<file path="config.mk">
export PLATFORM = sky130hd
export DESIGN_NAME = alu_seq
export DESIGN_NICKNAME = d
export VERILOG_FILES = /design/src/rtl/alu_pkg.sv /design/src/rtl/alu_mul_iter.sv /design/src/rtl/alu_seq.sv
export SDC_FILE = /design/constraint.sdc
export NUM_CORES = 1
export LEC_CHECK = 0
export ABC_CLOCK_PERIOD_IN_PS = 4400
export CORE_ASPECT_RATIO = 1.1
export CORE_MARGIN = 8
export CORE_UTILIZATION = 50
export DETAILED_ROUTE_END_ITERATION = 10
export PLACE_DENSITY_LB_ADDON = 0.2
export SYNTH_ARGS = -nofsm -noshare
export SYNTH_HDL_FRONTEND = slang
export SYNTH_SLANG_ARGS = --single-unit
</file>
<file path="constraint.sdc">
create_clock -name clk -period 4.4 [get_ports clk]
set_clock_uncertainty 0.05 [all_clocks]
set_input_delay 0.66 -clock clk [delete_from_list [all_inputs] [get_ports clk]]
set_output_delay 0.66 -clock clk [all_outputs]
set_load 0.1 [all_outputs]
</file>
<file path="src/rtl/alu_pkg.sv">
// Shared definitions for the sequenced ALU: opcodes, FSM states and flag layout.
package alu_pkg;

  // Opcode encodings carried on the 3-bit op port.
  localparam logic [2:0] OP_ADD = 3'd0;
  localparam logic [2:0] OP_SUB = 3'd1;
  localparam logic [2:0] OP_AND = 3'd2;
  localparam logic [2:0] OP_OR  = 3'd3;
  localparam logic [2:0] OP_XOR = 3'd4;
  localparam logic [2:0] OP_SLL = 3'd5;
  localparam logic [2:0] OP_SRL = 3'd6;
  localparam logic [2:0] OP_MUL = 3'd7;

  // Control FSM states.
  typedef enum logic [1:0] {
    StIdle = 2'd0,
    StCalc = 2'd1,
    StDone = 2'd2
  } state_e;

  // Bit positions inside the flags word {N,V,C,Z}.
  localparam int unsigned FLAG_Z = 0;
  localparam int unsigned FLAG_C = 1;
  localparam int unsigned FLAG_V = 2;
  localparam int unsigned FLAG_N = 3;

  // Assemble the flags word in its architectural order.
  function automatic logic [3:0] pack_flags(input logic n, input logic v, input logic c,
                                            input logic z);
    logic [3:0] f;
    f         = '0;
    f[FLAG_N] = n;
    f[FLAG_V] = v;
    f[FLAG_C] = c;
    f[FLAG_Z] = z;
    return f;
  endfunction

endpackage

</file>
<file path="src/rtl/alu_mul_iter.sv">
// Iterative unsigned shift-add multiplier: one partial product accumulated per cycle.
// The product is presented combinationally during the last step so the caller can
// register it on the same edge that retires the final bit.
module alu_mul_iter
  import alu_pkg::*;
#(
  parameter int unsigned WIDTH = 8
) (
  input  logic               clk,
  input  logic               rst_n,
  input  logic               start,
  input  logic [WIDTH-1:0]   a,
  input  logic [WIDTH-1:0]   b,
  output logic               done,
  output logic [2*WIDTH-1:0] product
);

  localparam int unsigned CW = $clog2(WIDTH);

  logic               busy_q;
  logic [CW-1:0]      cnt_q;
  logic [2*WIDTH-1:0] acc_q;
  logic [2*WIDTH-1:0] mcand_q;
  logic [WIDTH-1:0]   mplier_q;
  logic [2*WIDTH-1:0] partial;
  logic [2*WIDTH-1:0] sum;

  // Partial product for the current multiplier bit and the running sum including it.
  always_comb begin
    partial = mplier_q[0] ? mcand_q : '0;
    sum     = acc_q + partial;
  end

  assign done    = busy_q && (cnt_q == CW'(WIDTH - 1));
  assign product = sum;

  // Operand capture on start, then one shift-add step per cycle until the last bit.
  always_ff @(posedge clk or negedge rst_n) begin
    if (!rst_n) begin
      busy_q   <= 1'b0;
      cnt_q    <= '0;
      acc_q    <= '0;
      mcand_q  <= '0;
      mplier_q <= '0;
    end else if (start) begin
      busy_q   <= 1'b1;
      cnt_q    <= '0;
      acc_q    <= '0;
      mcand_q  <= {{WIDTH{1'b0}}, a};
      mplier_q <= b;
    end else if (busy_q) begin
      acc_q    <= sum;
      mcand_q  <= {mcand_q[2*WIDTH-2:0], 1'b0};
      mplier_q <= {1'b0, mplier_q[WIDTH-1:1]};
      cnt_q    <= cnt_q + CW'(1);
      if (done) begin
        busy_q <= 1'b0;
      end
    end
  end

endmodule

</file>
<file path="src/rtl/alu_seq.sv">
// Registered WIDTH-bit ALU with valid/ready handshakes on request and result sides.
// Single-cycle ops are computed from the request inputs and registered on accept;
// MUL is handed to the iterative engine and retired from the CALC state.
module alu_seq
  import alu_pkg::*;
#(
  parameter int unsigned WIDTH  = 8,
  parameter bit          MUL_EN = 1'b1
) (
  input  logic             clk,
  input  logic             rst_n,
  input  logic             in_valid,
  output logic             in_ready,
  input  logic [2:0]       op,
  input  logic [WIDTH-1:0] a,
  input  logic [WIDTH-1:0] b,
  output logic             out_valid,
  input  logic             out_ready,
  output logic [WIDTH-1:0] result,
  output logic [WIDTH-1:0] result_hi,
  output logic [3:0]       flags,
  output logic             err
);

  localparam int unsigned SW = $clog2(WIDTH);

  state_e             state_q, state_d;
  logic               ready_q, ready_d;
  logic               out_valid_q, out_valid_d;
  logic [WIDTH-1:0]   result_q, result_d;
  logic [WIDTH-1:0]   result_hi_q, result_hi_d;
  logic [3:0]         flags_q, flags_d;
  logic               err_q, err_d;

  logic               accept;
  logic               mul_req;
  logic               mul_start;
  logic               mul_done;
  logic [2*WIDTH-1:0] mul_product;
  logic [WIDTH-1:0]   mul_lo;
  logic [WIDTH-1:0]   mul_hi;
  logic [3:0]         mul_flags;

  logic [SW-1:0]      shamt;
  logic [WIDTH:0]     add_wide;
  logic [WIDTH:0]     sub_wide;
  logic [WIDTH:0]     sll_wide;
  logic [WIDTH:0]     srl_wide;
  logic [WIDTH-1:0]   dp_res;
  logic               dp_v;
  logic               dp_c;
  logic               dp_err;
  logic [3:0]         dp_flags;

  assign accept    = in_valid & ready_q;
  assign mul_req   = (op == OP_MUL) && MUL_EN;
  assign mul_start = accept & mul_req;
  assign shamt     = b[SW-1:0];

  // Single-cycle datapath evaluated on the request operands.
  always_comb begin
    add_wide = {1'b0, a} + {1'b0, b};
    sub_wide = {1'b0, a} - {1'b0, b};
    // Extra bit above/below the word catches the last bit shifted out.
    sll_wide = {1'b0, a} << shamt;
    srl_wide = {a, 1'b0} >> shamt;
    dp_res   = '0;
    dp_v     = 1'b0;
    dp_c     = 1'b0;
    dp_err   = 1'b0;
    case (op)
      OP_ADD: begin
        dp_res = add_wide[WIDTH-1:0];
        dp_c   = add_wide[WIDTH];
        dp_v   = (a[WIDTH-1] == b[WIDTH-1]) && (add_wide[WIDTH-1] != a[WIDTH-1]);
      end
      OP_SUB: begin
        dp_res = sub_wide[WIDTH-1:0];
        dp_c   = sub_wide[WIDTH];
        dp_v   = (a[WIDTH-1] != b[WIDTH-1]) && (sub_wide[WIDTH-1] != a[WIDTH-1]);
      end
      OP_AND: dp_res = a & b;
      OP_OR:  dp_res = a | b;
      OP_XOR: dp_res = a ^ b;
      OP_SLL: begin
        dp_res = sll_wide[WIDTH-1:0];
        dp_c   = sll_wide[WIDTH];
      end
      OP_SRL: begin
        dp_res = srl_wide[WIDTH:1];
        dp_c   = srl_wide[0];
      end
      default: dp_err = !MUL_EN;
    endcase
    // An unsupported MUL reports all-zero flags, including Z.
    dp_flags = dp_err ? 4'b0000 : pack_flags(dp_res[WIDTH-1], dp_v, dp_c, dp_res == '0);
  end

  if (MUL_EN) begin : g_mul
    alu_mul_iter #(
      .WIDTH (WIDTH)
    ) u_mul (
      .clk     (clk),
      .rst_n   (rst_n),
      .start   (mul_start),
      .a       (a),
      .b       (b),
      .done    (mul_done),
      .product (mul_product)
    );
  end else begin : g_no_mul
    assign mul_done    = 1'b0;
    assign mul_product = '0;
  end

  // MUL flags: Z covers the full double-width product, C marks a non-zero high word.
  always_comb begin
    mul_lo    = mul_product[WIDTH-1:0];
    mul_hi    = mul_product[2*WIDTH-1:WIDTH];
    mul_flags = pack_flags(mul_lo[WIDTH-1], 1'b0, |mul_hi, mul_product == '0);
  end

  // Next-state and output-register updates for the control FSM.
  always_comb begin
    state_d     = state_q;
    out_valid_d = out_valid_q;
    result_d    = result_q;
    result_hi_d = result_hi_q;
    flags_d     = flags_q;
    err_d       = err_q;
    case (state_q)
      StIdle: begin
        if (accept) begin
          err_d = dp_err;
          if (mul_req) begin
            state_d = StCalc;
          end else begin
            state_d     = StDone;
            out_valid_d = 1'b1;
            result_d    = dp_res;
            result_hi_d = '0;
            flags_d     = dp_flags;
          end
        end
      end
      StCalc: begin
        if (mul_done) begin
          state_d     = StDone;
          out_valid_d = 1'b1;
          result_d    = mul_lo;
          result_hi_d = mul_hi;
          flags_d     = mul_flags;
        end
      end
      StDone: begin
        if (out_ready) begin
          state_d     = StIdle;
          out_valid_d = 1'b0;
        end
      end
      default: state_d = StIdle;
    endcase
    // Registered so in_ready stays low through reset and rises one clock after release.
    ready_d = (state_d == StIdle);
  end

  // State and output registers; reset also aborts any multiply in flight.
  always_ff @(posedge clk or negedge rst_n) begin
    if (!rst_n) begin
      state_q     <= StIdle;
      ready_q     <= 1'b0;
      out_valid_q <= 1'b0;
      result_q    <= '0;
      result_hi_q <= '0;
      flags_q     <= '0;
      err_q       <= 1'b0;
    end else begin
      state_q     <= state_d;
      ready_q     <= ready_d;
      out_valid_q <= out_valid_d;
      result_q    <= result_d;
      result_hi_q <= result_hi_d;
      flags_q     <= flags_d;
      err_q       <= err_d;
    end
  end

  assign in_ready  = ready_q;
  assign out_valid = out_valid_q;
  assign result    = result_q;
  assign result_hi = result_hi_q;
  assign flags     = flags_q;
  assign err       = err_q;

endmodule
</file>
==> results.md <==
- Run status: completed
- Worst-skew pair later-pin latency: 330 ps
- CTS root buffer: clkbuf_16
- Highest clock rate: 268 MHz
- # port buffers: 44
- Cell family with most CP delay: compound AO/OA/AOI/OAI gates
- CTS sink cnt: 67
- Core box area: 10400 µm²
- Die H: 124 µm
- Number of synthesized flops with an enable pin: 0
- Ys async rst share: 1.00
- Sequential power share: 0.282
- Logic pwr share: 0.533
- TNS Setup: 0 ps
- I/O pin cnt: 46
- Int Power: 1910 µW
- Antenna viol nets, final: 0
- Worst hold slack: 335 ps
- DRC Markers: 0
- Flops & latches, synth: 67
- Top FF cell, synth: dfrtp_1
- Worst-Margin Slew: 986 ps
- Tcrit/Tclk final: 0.849
- Commonest non-fill, non-tap cell in the layout: dfrtp_1
- WS Path Type: reg2reg
- # diodes: 0
- Synthesis-to-layout area growth: 15.6%
- Setup Viol. Count Final: 0
- Cells after Synth: 608
- Reg clk slew, reported paths: 50 ps
- Critical Path Fanout Max: 17
- Fin. Hold Viols: 0
- GP Congestion: 0.977
- Critical Path RT: 4620 ps
- Commonest cells after routing, fill and taps aside: dfrtp_1 (66), nor2_1 (61), mux2i_1 (57), nand2_1 (51)
- Starting DRT DRC Count: 386
- Leak: 0.00281 µW
- Num CTS Buffers: 9
- Total Routing Usage GR: 0.208
- Arrival time of the worst setup path: 3950 ps
- CP endpoint kind: flip-flop
- Post_cts resized: 0
- Antenna violations before repair: 0
- TritonRoute pass-1 iters: 5
- Rows: 39
- WL/cell: 18.6 µm
- Sw frac: 0.466
- Clock power share: 0.185
- Final min period: 3730 ps
- Unrepaired setup endpoints after global routing: no
- Vias/cell: 6.02
- Initial Util: 0.513
- Via count: 4722
- Pin count of the biggest net entering global routing: 43
- Setup bufs post-CTS: 0
- CP Buf/Inv Count: 0
- Max Slew Vio Count: 0
- Number of max-cap violations: 0
- First-pass GRT wire length: 23800 µm
- Grt ovf: 0
- Slowest-stage cell, CP: dfrtp_1
- Post-synth net total: 676
- Synth cell types: 69
- Ys Warns: 0
- Vias in the first global route: 4691
- Layout cell share with drive strength beyond 1: 0.0701
- CP cell instances: and2_1 -> ha_1 -> fa_1 -> a211oi_2 -> o21bai_1 -> a2111o_1 -> a21o_1 -> a211o_1 -> or4b_1 -> nor4b_2 -> a31o_1
- Nets: 706
- Total wire length: 14600 µm
- Post-Syn Area: 5330 µm²
- P per Cell Area: 579 nW/µm²
- Cts hold-fix bufs: 0
- Chip width: 114 µm
- Detailed placement HPWL: 11100 µm
- Maximum VDD drop: 343 µV
- Slew HR: 0.341
- Hold crit path type: in2async
- Syn Area/Cell: 8.77 µm²
- CP max stage delay: 510 ps
- CTS tree: built
- Die area: 14200 µm²
- H-tree Lvls: 3
- Critical Path Start Type: flip-flop
- P_sw: 1660 µW
- Sequential element share of the synthesized area: 0.314
- Worst-case clock buffer depth: 2
-- synthesized netlist by cell type, types with 5 or more instances --
| cell type | n | area [µm²] |
|---|---|---|
| o211ai_1 | 10 | 75.1 |
| and2_1 | 16 | 100 |
| a21o_1 | 7 | 52.6 |
| o21ai_0 | 43 | 215 |
| nand3_1 | 7 | 35.0 |
| a211oi_1 | 11 | 82.6 |
| nor2_1 | 61 | 229 |
| mux2i_1 | 57 | 571 |
| nand2_1 | 51 | 191 |
| clkbuf_1 | 30 | 113 |
| dfrtp_1 | 67 | 1680 |
| a21oi_1 | 28 | 140 |
| ha_1 | 42 | 526 |
| a22o_1 | 7 | 61.3 |
| o22ai_1 | 5 | 31.3 |
| mux2_2 | 5 | 56.3 |
| o21bai_1 | 7 | 52.6 |
| xor2_1 | 7 | 61.3 |
| nor3_1 | 20 | 100 |
| inv_1 | 26 | 97.6 |
| nand2b_1 | 6 | 37.5 |
| xnor2_1 | 12 | 105 |
-- worst paths after layout --
kind	start	to	slack (ps)	cells after the start
max	g_mul.u_mul.mplier_q[0]	flags[0]	670	11
min	rst_n	g_mul.u_mul.mcand_q[14]	330	1
max reg2reg	g_mul.u_mul.mplier_q[0]	flags[0]	670	11
min reg2reg	result_hi[5]	result_hi[5]	430	2
max in group asynchronous	rst_n	result[1]	3040	2
min in group clk	result_hi[5]	result_hi[5]	430	2
-- cell type report --
cell class,instances,area (µm²)
clock buffers,13,260
clock inverters,2,12.5
fillers,927,4230
inverters,28,105
multi-input cells,477,3410
flip-flops and latches,67,1680
well taps,143,179
repair buffers,55,518
-- metal layers --
layer / routed length, µm / track usage / share of wire / up-vias
li1: - / - / - / 2257
met1: 6260 / 0.255 / 0.43 / 2274
met2: 6990 / 0.331 / 0.48 / 150
met3: 672 / 0.0330 / 0.046 / 41
met4: 690 / 0.132 / 0.047 / 0
met5: 0 / 0 / 0 / -
-- state kept, by name, indices dropped and copies added (netlist names) --
signal	count
out_valid	1
g_mul.u_mul.mplier_q	8
result_hi	8
in_ready	1
g_mul.u_mul.busy_q	1
g_mul.u_mul.acc_q	16
g_mul.u_mul.cnt_q	3
state_q	2
flags	3
g_mul.u_mul.mcand_q	16
result	8
-- logic make-up (layout without fill, tap and decap cells) --
| family | after synthesis | in the layout | synth area share |
|---|---|---|---|
| muxes | 64 | 64 | 0.126 |
| other | 1 | 1 | 0.000703 |
| xor gates and xnor gates | 19 | 19 | 0.0312 |
| AOI/OAI and AO/OA | 166 | 166 | 0.212 |
| and+or+nand+nor | 182 | 182 | 0.159 |
| buffers and inverters | 64 | 98 | 0.0465 |
| DFF | 67 | 67 | 0.314 |
| adders and majority gates | 45 | 45 | 0.110 |
-- power groups by stage --
stage / Clock (µW) / Sequential (µW) / Combinational (µW)
after floorplan: 0 / 1340 / 1090
after CTS: 669 / 1010 / 1910
after global routing: 699 / 1030 / 2060
final: 660 / 1010 / 1900
after global placement: 0 / 1000 / 1860
after detailed placement: 0 / 1010 / 1900
-- stage by stage --
step	total power [µW]	setup slack (ps)	cell area, µm²	std cells	util
finish	3570	666	6170	785	0.593
global route	3790	443	6170	785	0.593
CTS	3580	666	6170	785	0.593
detailed placement	2910	630	5890	770	0.567
global placement	2860	720	5890	770	0.567
floorplan	2430	1020	5330	608	-
(Power assumes the default switching activity.)
==> patch: new RTL, same settings <==
Change the parameter `MUL_EN` from 1'b1 to 1'b0.
--- a/src/rtl/alu_seq.sv
+++ b/src/rtl/alu_seq.sv
@@ -5,7 +5,7 @@
   import alu_pkg::*;
 #(
   parameter int unsigned WIDTH  = 8,
-  parameter bit          MUL_EN = 1'b1
+  parameter bit          MUL_EN = 1'b0
 ) (
   input  logic             clk,
   input  logic             rst_n,
Function: changed (a bounded check fails within 4 cycles, from zero or initial values and one cycle with rst_n low).
==> patch against the original RTL <==
- wire length decreased by 50%
- global-route usage decreased by 1.6 points
- setup slack improved by 0.28 ns
- area after synthesis decreased by 53%
- power decreased by 64%
- cell area decreased by 54%
- sequential cell count decreased by 50
- critical path type is now in -> reg
- critical endpoint unchanged
- largest cell class unchanged
==> patch: results <==
[yosys]
yosys-mux-area-fraction_pct = 7.001
ys_types = 64
synth.area.top_cells = "dfrtp_1 17%, ha_1 12%, mux4_2 5.4%"
synthTopCellsByCount = "30 x nand2_1, 25 x ha_1, 25 x inv_1, 25 x o21ai_0, 19 x nor2_1"
synth_area_per_cell_um2 = 8.317
synth_xor_area_share_pct = 2.433
synth_fa_ha_area_share_pct = 14.00
seq_area_frac_synth_pct = 16.88

[sta]
slew_headroom_pct = 34.65
whs_ns = 0.4252
min_period_over_period_pct = 78.55

[clocking]
root_buffer = "clkbuf_8"
cts_made_buffers = 3
htree_levels = 1
clk_pin_slew_worst_paths_ns = 0.07

[global_route]
grt_pass1_wl_um = 12260
grt_pass1_vias = 2438
grtUsageTotal_pct = 19.15
grt_max_degree = 26

[detailed_routing]
drtPass1Iterations = 4
drt_wl_total_um = 7250
drt-initial-drc-count = 176
viasPerCell = 6.059

[worst_setup_path]
r2r_cells = 6
cp_data_arrival_time_ns = 3.60
critical_path.max_stage_delay_ns = 0.60
crit_path_max_fanout = 10
rrSetupSlack_ns = 2.56
reg2reg_to = "flags[1]$_DFFE_PN0P_"

[power]
peakVddDrop_uv = 310.7
p_leak_uw = 0.001214

[final_layout]
final_layout_size_suffix_gt1_share_pct = 8.511
finalNonFillerCells = 387

[status]
run_status = "completed"

[place]
dp_hpwl_um = 5821
post-place-ws_ns = 0.7136
dpl.cell_count = 383

[hold_path]
hold_path.class = "reg -> reg"
patch: logic make-up (layout without fill, tap and decap cells):
logic type / count (synthesis) / after routing
adder cells (fa/ha/maj): 27 / 27
other: 1 / 8
buffers and inverters: 51 / 70
XOR/XNOR: 7 / 7
AO/OA/AOI/OAI: 100 / 100
AND/OR/NAND/NOR: 90 / 90
flip-flops: 17 / 17
multiplexers: 10 / 10
patch: cell type report:
| cell class | count | area, um^2 |
|---|---|---|
| Timing Repair Buffer | 41 | 400.4 |
| Tap cell | 58 | 72.57 |
| Clock buffer | 3 | 41.29 |
| Clock inverter | 1 | 5.005 |
| Inverter | 25 | 93.84 |
| Sequential cell | 17 | 425.4 |
| Fill cell | 498 | 2068 |
| Multi-Input combinational cell | 242 | 1826 |
patch: power breakdown:
group | internal (uW) | total (uW) | leakage, uW | switching, uW
registers | 219 | 249 | 0.000216 | 30.4
logic | 227 | 909 | 0.000973 | 683
clock network | 62.8 | 113 | 0.0000255 | 50.3
patch: worst max-delay path by stage:
stage / startpoint / to / depth (start not counted) / slack, ns
after CTS: b[0] / flags[0]$_DFFE_PN0P_ / 10 / 0.97
after detailed placement: b[0] / flags[0]$_DFFE_PN0P_ / 10 / 0.71
final: b[0] / flags[0]$_DFFE_PN0P_ / 10 / 0.94
after floorplan: b[1] / flags[0]$_DFFE_PN0P_ / 10 / 1.67
after global placement: b[0] / flags[0]$_DFFE_PN0P_ / 10 / 0.73
after global routing: b[0] / flags[0]$_DFFE_PN0P_ / 10 / 0.80
patch: routing by layer:
layer / vias to the layer above / global-route usage, % / share of wire, % / routed length [um]
li1: 1148 / - / - / -
met1: 1077 / 22.79 / 40 / 2903
met2: 99 / 32.32 / 50 / 3609
met3: 21 / 3.069 / 7.1 / 512
met4: 0 / 9.510 / 3.1 / 225
met5: - / 0 / 0 / 0
